### config.mk
export PLATFORM = sky130hd
export DESIGN_NAME = bram_copy_engine
export DESIGN_NICKNAME = d
export VERILOG_FILES = /design/src/rtl/bram_copy_engine.sv
export SDC_FILE = /design/constraint.sdc
export NUM_CORES = 1
export LEC_CHECK = 0
export CAP_MARGIN = 20
export CORE_AREA = 2 2 114 116
export CTS_CLUSTER_DIAMETER = 30
export DETAILED_ROUTE_END_ITERATION = 6
export DIE_AREA = 0 0 116 118
export GPL_ROUTABILITY_DRIVEN = 0
export PLACE_DENSITY = 0.81
export SETUP_SLACK_MARGIN = 0.05
export SLEW_MARGIN = 20
export SYNTH_ARGS = -nofsm -noshare
export SYNTH_HDL_FRONTEND = slang
export SYNTH_SLANG_ARGS = --single-unit
### constraint.sdc
create_clock -name clk -period 4.5 [get_ports clk]
set_input_delay 0.675 -clock clk [delete_from_list [all_inputs] [get_ports clk]]
set_output_delay 0.675 -clock clk [all_outputs]
set_load 0.02 [all_outputs]
### src/rtl/bram_copy_engine.sv
// rtl/bram_copy_engine.sv - block copy initiator for a 1024x16 true dual-port BRAM
// Reads on port A and writes on port B one word per clock, picking direction so overlapping moves are safe.
module bram_copy_engine #(
  parameter int AW = 10,
  parameter int DW = 16
) (
  input  logic          clk,
  input  logic          rst_n,
  input  logic          start,
  input  logic [AW-1:0] src_addr,
  input  logic [AW-1:0] dst_addr,
  input  logic [AW:0]   len,
  output logic          busy,
  output logic          done,
  output logic          err,
  output logic          wrena,
  output logic          rdena,
  output logic [AW-1:0] addra,
  output logic [DW-1:0] dina,
  input  logic [DW-1:0] douta,
  output logic          wrenb,
  output logic          rdenb,
  output logic [AW-1:0] addrb,
  output logic [DW-1:0] dinb,
  input  logic [DW-1:0] doutb
);

  typedef enum logic [1:0] {IDLE, READ, DRAIN, DONE} state_t;

  localparam logic [AW:0] ZERO    = '0;
  localparam logic [AW:0] ONE     = {{AW{1'b0}}, 1'b1};
  localparam logic [AW:0] MAX_LEN = {1'b1, {AW{1'b0}}};

  state_t        state;
  logic [AW-1:0] src_q;
  logic [AW-1:0] dst_q;
  logic [AW:0]   len_q;
  logic [AW:0]   cnt;
  logic          desc;

  logic [AW:0]   src_end;
  logic          dir_desc;
  logic          unused_doutb;

  // Overlap test uses unwrapped sums so a destination just past the source end is not mistaken for overlap.
  assign src_end  = {1'b0, src_addr} + len;
  assign dir_desc = (dst_addr > src_addr) && ({1'b0, dst_addr} < src_end);

  assign wrena        = 1'b0;
  assign rdenb        = 1'b0;
  assign dina         = '0;
  assign dinb         = douta;
  assign unused_doutb = ^doutb;

  function automatic logic [AW-1:0] step_addr(input logic [AW-1:0] base, input logic d,
                                              input logic [AW:0] n, input logic [AW:0] k);
    logic [AW:0] off;
    off = d ? (n - ONE - k) : k;
    return base + off[AW-1:0];
  endfunction

  always_ff @(posedge clk or negedge rst_n) begin
    if (!rst_n) begin
      state <= IDLE;
      busy  <= 1'b0;
      done  <= 1'b0;
      err   <= 1'b0;
      rdena <= 1'b0;
      wrenb <= 1'b0;
      addra <= '0;
      addrb <= '0;
      src_q <= '0;
      dst_q <= '0;
      len_q <= '0;
      cnt   <= '0;
      desc  <= 1'b0;
    end else begin
      done <= 1'b0;
      err  <= 1'b0;
      case (state)
        IDLE: begin
          if (start) begin
            src_q <= src_addr;
            dst_q <= dst_addr;
            len_q <= len;
            desc  <= dir_desc;
            if (len > MAX_LEN) begin
              err <= 1'b1;
            end else if (len == ZERO) begin
              state <= DONE;
              done  <= 1'b1;
            end else begin
              state <= READ;
              busy  <= 1'b1;
              rdena <= 1'b1;
              addra <= step_addr(src_addr, dir_desc, len, ZERO);
              cnt   <= ONE;
            end
          end
        end
        // cnt counts reads already issued; each cycle writes the word read one cycle earlier.
        READ: begin
          wrenb <= 1'b1;
          addrb <= step_addr(dst_q, desc, len_q, cnt - ONE);
          if (cnt == len_q) begin
            state <= DRAIN;
            rdena <= 1'b0;
          end else begin
            addra <= step_addr(src_q, desc, len_q, cnt);
            cnt   <= cnt + ONE;
          end
        end
        DRAIN: begin
          state <= DONE;
          wrenb <= 1'b0;
          busy  <= 1'b0;
          done  <= 1'b1;
        end
        default: begin
          state <= IDLE;
        end
      endcase
    end
  end

endmodule

==> flow_summary.toml <==
[finish]
final_nets = 1017
syn2layout_area_growth_pct = 25.8
instances_no_fill = 1040
fill_cells = 938
layout-drive-gt1-share_pct = 21.8
final_common_cell = "buf_4"
antenna_cells = 0
final_area_sq_mm = 0.00826
final_cell_mix = "buf_4, ha_1, dfrtp_1"

[worst_setup_path]
critPathTopFamily = "compound AO/OA/AOI/OAI gates"
critical_path_arrival_ns = 4.98
crit_type = "in2reg"
startpoint_type = "primary input"
worst_path_largest_cell_delay_ns = 0.45
crit_path_end_kind = "register"
worstPathRequired_ns = 4.73
critPathSlowestCell = "o41ai_2"
worst-path-buf-inv = 3
crit_fanout = 6
crit_chain = "buf_8 > buf_6 > fa_2 > a21oi_2 > o211ai_1 > o41ai_2 > xor2_1 > ha_1 > o21ai_2 > a21oi_2 > o311ai_4 > nand3_2 > buf_6 > a21oi_4 > ha_4 > nand3_1 > o211ai_1 > o211ai_1 > o21bai_1 > a21oi_2 > xnor2_1 > xnor2_1 > o221a_2"

[grt]
grt_pass1_vias = 5892
grt_first_pass_wirelength_um = 29100
grt_max_degree = 47
antenna_found_initial = 0
overflow = 0
grt_usage_pct = 27.1

[logic_synthesis]
synth_ff_type = "dfrtp_1"
synth.distinct_cells = 63
avgSynthCellArea_sq_um = 8.72
synth_async_sr_flop_share_pct = 100
synth_top_area_share_pct = 26.7
synthCells = 753
synth_area_sq_mm = 0.00657
yosys_warnings = 0
synth-edff-count = 0
ys_top_cells_by_area = "dfrtp_1, ha_1, xnor2_1, mux2_2, o21ai_0"
synth-seq-cells = 70
synth_largest_area_cell = "dfrtp_1"
yosysSeqAreaShare_pct = 26.7

[status]
violations = "negative setup slack"
outcome = "finished, violations left"

[placed_design]
io_buffers = 58
post-place-cells = 1014
dp_hpwl_um = 13400
placed_area_sq_mm = 0.00767

[clock_network]
root_buffer = "clkbuf_16"
cts_tree = "done"
cts_buffer_depth = 2
clkLatencyLatePin_ns = 0.34
clkTransAtPathRegs_ns = 0.06
cts_buffers = 9
clock-sinks = 70
htreeDepth = 3

[detailed_routing]
wl_met2_um = 8680
vias_per_cell = 5.77
dr.pass1.iters = 7
highest_layer = "met4"
postRouteAntennaNets = 0
drtIter0Drc = 442
routedWlPerCell_um = 17.3
wl_met1_um = 7270
wl_um = 18000
drc = 0
dr_wl_met3_um = 1310
vias = 5998

[sta]
min_period_over_period_pct = 106
fin_setup_tns_ns = -0.458
fmax_mhz = 210
hold_violations = 0
timing.hold.ws_ns = 0.319
setup_viol = 4
slew_viol_final = 0
fin_ws_ns = -0.253
rsz0062_at_grt = "true"
worst_pin_slew_ns = 0.772
fin_worst_skew_ns = 0.00729
finalCriticalPeriod_ns = 4.75
slew_headroom_pct = 48.1

[worst_hold_path]
worstHoldPathType = "in2async"

[run]
drv_cap = 0

[power_and_ir_drop]
ir_worst_vdd_v = 0.000413
p_per_area_mw_per_mm2 = 817
total_power_mw = 6.75
p_leak_nw = 3.77

[die]
dieArea_sq_mm = 0.0137
io_pins = 125
fp.dieH_um = 118
coreArea_sq_mm = 0.0124
die-width_um = 116
num_rows = 41
start_util_pct = 52.9
## Yosys cell counts (2+ instances only)
| cell | count |
|---|---|
| or3_1 | 7 |
| clkbuf_1 | 16 |
| a21o_1 | 12 |
| o21bai_1 | 7 |
| or2_2 | 2 |
| and2_1 | 2 |
| a211oi_1 | 2 |
| buf_6 | 3 |
| and3_1 | 5 |
| nand3b_1 | 2 |
| buf_4 | 34 |
| o211ai_1 | 3 |
| a21boi_0 | 5 |
| nor3_1 | 28 |
| a21oi_2 | 2 |
| nand3_1 | 14 |
| o221a_2 | 2 |
| mux2_2 | 26 |
| fa_1 | 6 |
| nand4_1 | 14 |
| a31oi_1 | 3 |
| o21ai_0 | 55 |
| ha_1 | 82 |
| buf_2 | 2 |
| a21oi_1 | 44 |
| nor2_1 | 59 |
| o21a_1 | 3 |
| mux2i_1 | 9 |
| dfrtp_1 | 70 |
| inv_1 | 52 |
| nor4_1 | 3 |
| nor2b_1 | 4 |
| xor2_1 | 23 |
| nand2_1 | 59 |
| a31o_2 | 2 |
| xnor2_1 | 63 |
| nand2b_1 | 2 |
## worst register-to-register path, delay by kind of cell, from the launching register on
kind / cells / cell delay [ns]
compound gates: 8 / 1.45
buf+inv: 1 / 0.07
simple gates: 5 / 0.80
flops: 1 / 0.39
xor+xnor: 2 / 0.56
fa+ha+maj: 3 / 0.90
## stage by stage
step	worst slack [ns]	utilization, %
CTS	-0.266	65.7
floorplan	-0.107	-
global route	-0.569	66.6
global placement	-0.785	61.8
finish	-0.253	66.6
detailed placement	-0.945	61.8
## cell families (layout without fill, tap and decap cells)
| kind of cell | Yosys count | in the layout | share of synthesized area, % |
|---|---|---|---|
| AO/OA/AOI/OAI | 154 | 154 | 14.4 |
| XOR/XNOR | 87 | 87 | 11.8 |
| adder cells (fa/ha/maj) | 88 | 88 | 17.5 |
| buffers and inverters | 108 | 206 | 8.50 |
| flip-flops | 70 | 70 | 26.7 |
| multiplexers | 35 | 35 | 5.83 |
| other | 1 | 18 | 0.0571 |
| AND/OR/NAND/NOR | 210 | 210 | 15.3 |
## registers in the layout, indices dropped and copies added (netlist names)
| register | cells |
|---|---|
| cnt | 11 |
| len_q | 11 |
| addra | 10 |
| addrb | 10 |
| dst_q | 10 |
| src_q | 10 |
| state | 2 |
| busy | 1 |
| desc | 1 |
| done | 1 |
| err | 1 |
| rdena | 1 |
| wrenb | 1 |
## timing repair
item / 4_1_cts / 5_1_grt
pin swaps: 44 / 38
endpoints found under the setup margin: 9 / 8
buffers inserted: 11 / 5
gates resized for setup: 57 / 22
hold buffers: 0 / 0
hold endpoints to repair: 0 / 0
## power by group
part           total, mW  switching [mW]  internal (mW)
logic               4.84            2.62           2.22
registers           1.21           0.283          0.923
clock network      0.704           0.317          0.387
total               6.75            3.22           3.53
## layer usage
metal	GRT usage (%)	up-vias
met5	0	-
met2	44.4	286
met3	4.79	61
met4	12.5	0
li1	-	2803
met1	34.6	2848
## area by class of cell
class | count | area [sq um] | area share (%)
inverter | 52 | 195 | 2.36
clock inverter | 7 | 65.1 | 0.787
timing repair buffer | 138 | 1200 | 14.5
multi-input combinational | 592 | 4610 | 55.8
tap | 172 | 215 | 2.60
sequential | 70 | 1750 | 21.2
clock buffer | 9 | 225 | 2.73
## worst paths after layout
check	to	cells after the start	start	slack (ns)
max	addra[9]	23	src_addr[1]	-0.25
min	addra[1]	1	rst_n	0.32
max reg2reg	addra[9]	19	len_q[0]	0.27
min reg2reg	addra[1]	2	addra[1]	0.48
max in group asynchronous	cnt[2]	2	rst_n	3.37
min in group clk	addra[1]	2	addra[1]	0.48
Power figures use the tool's default switching activity.
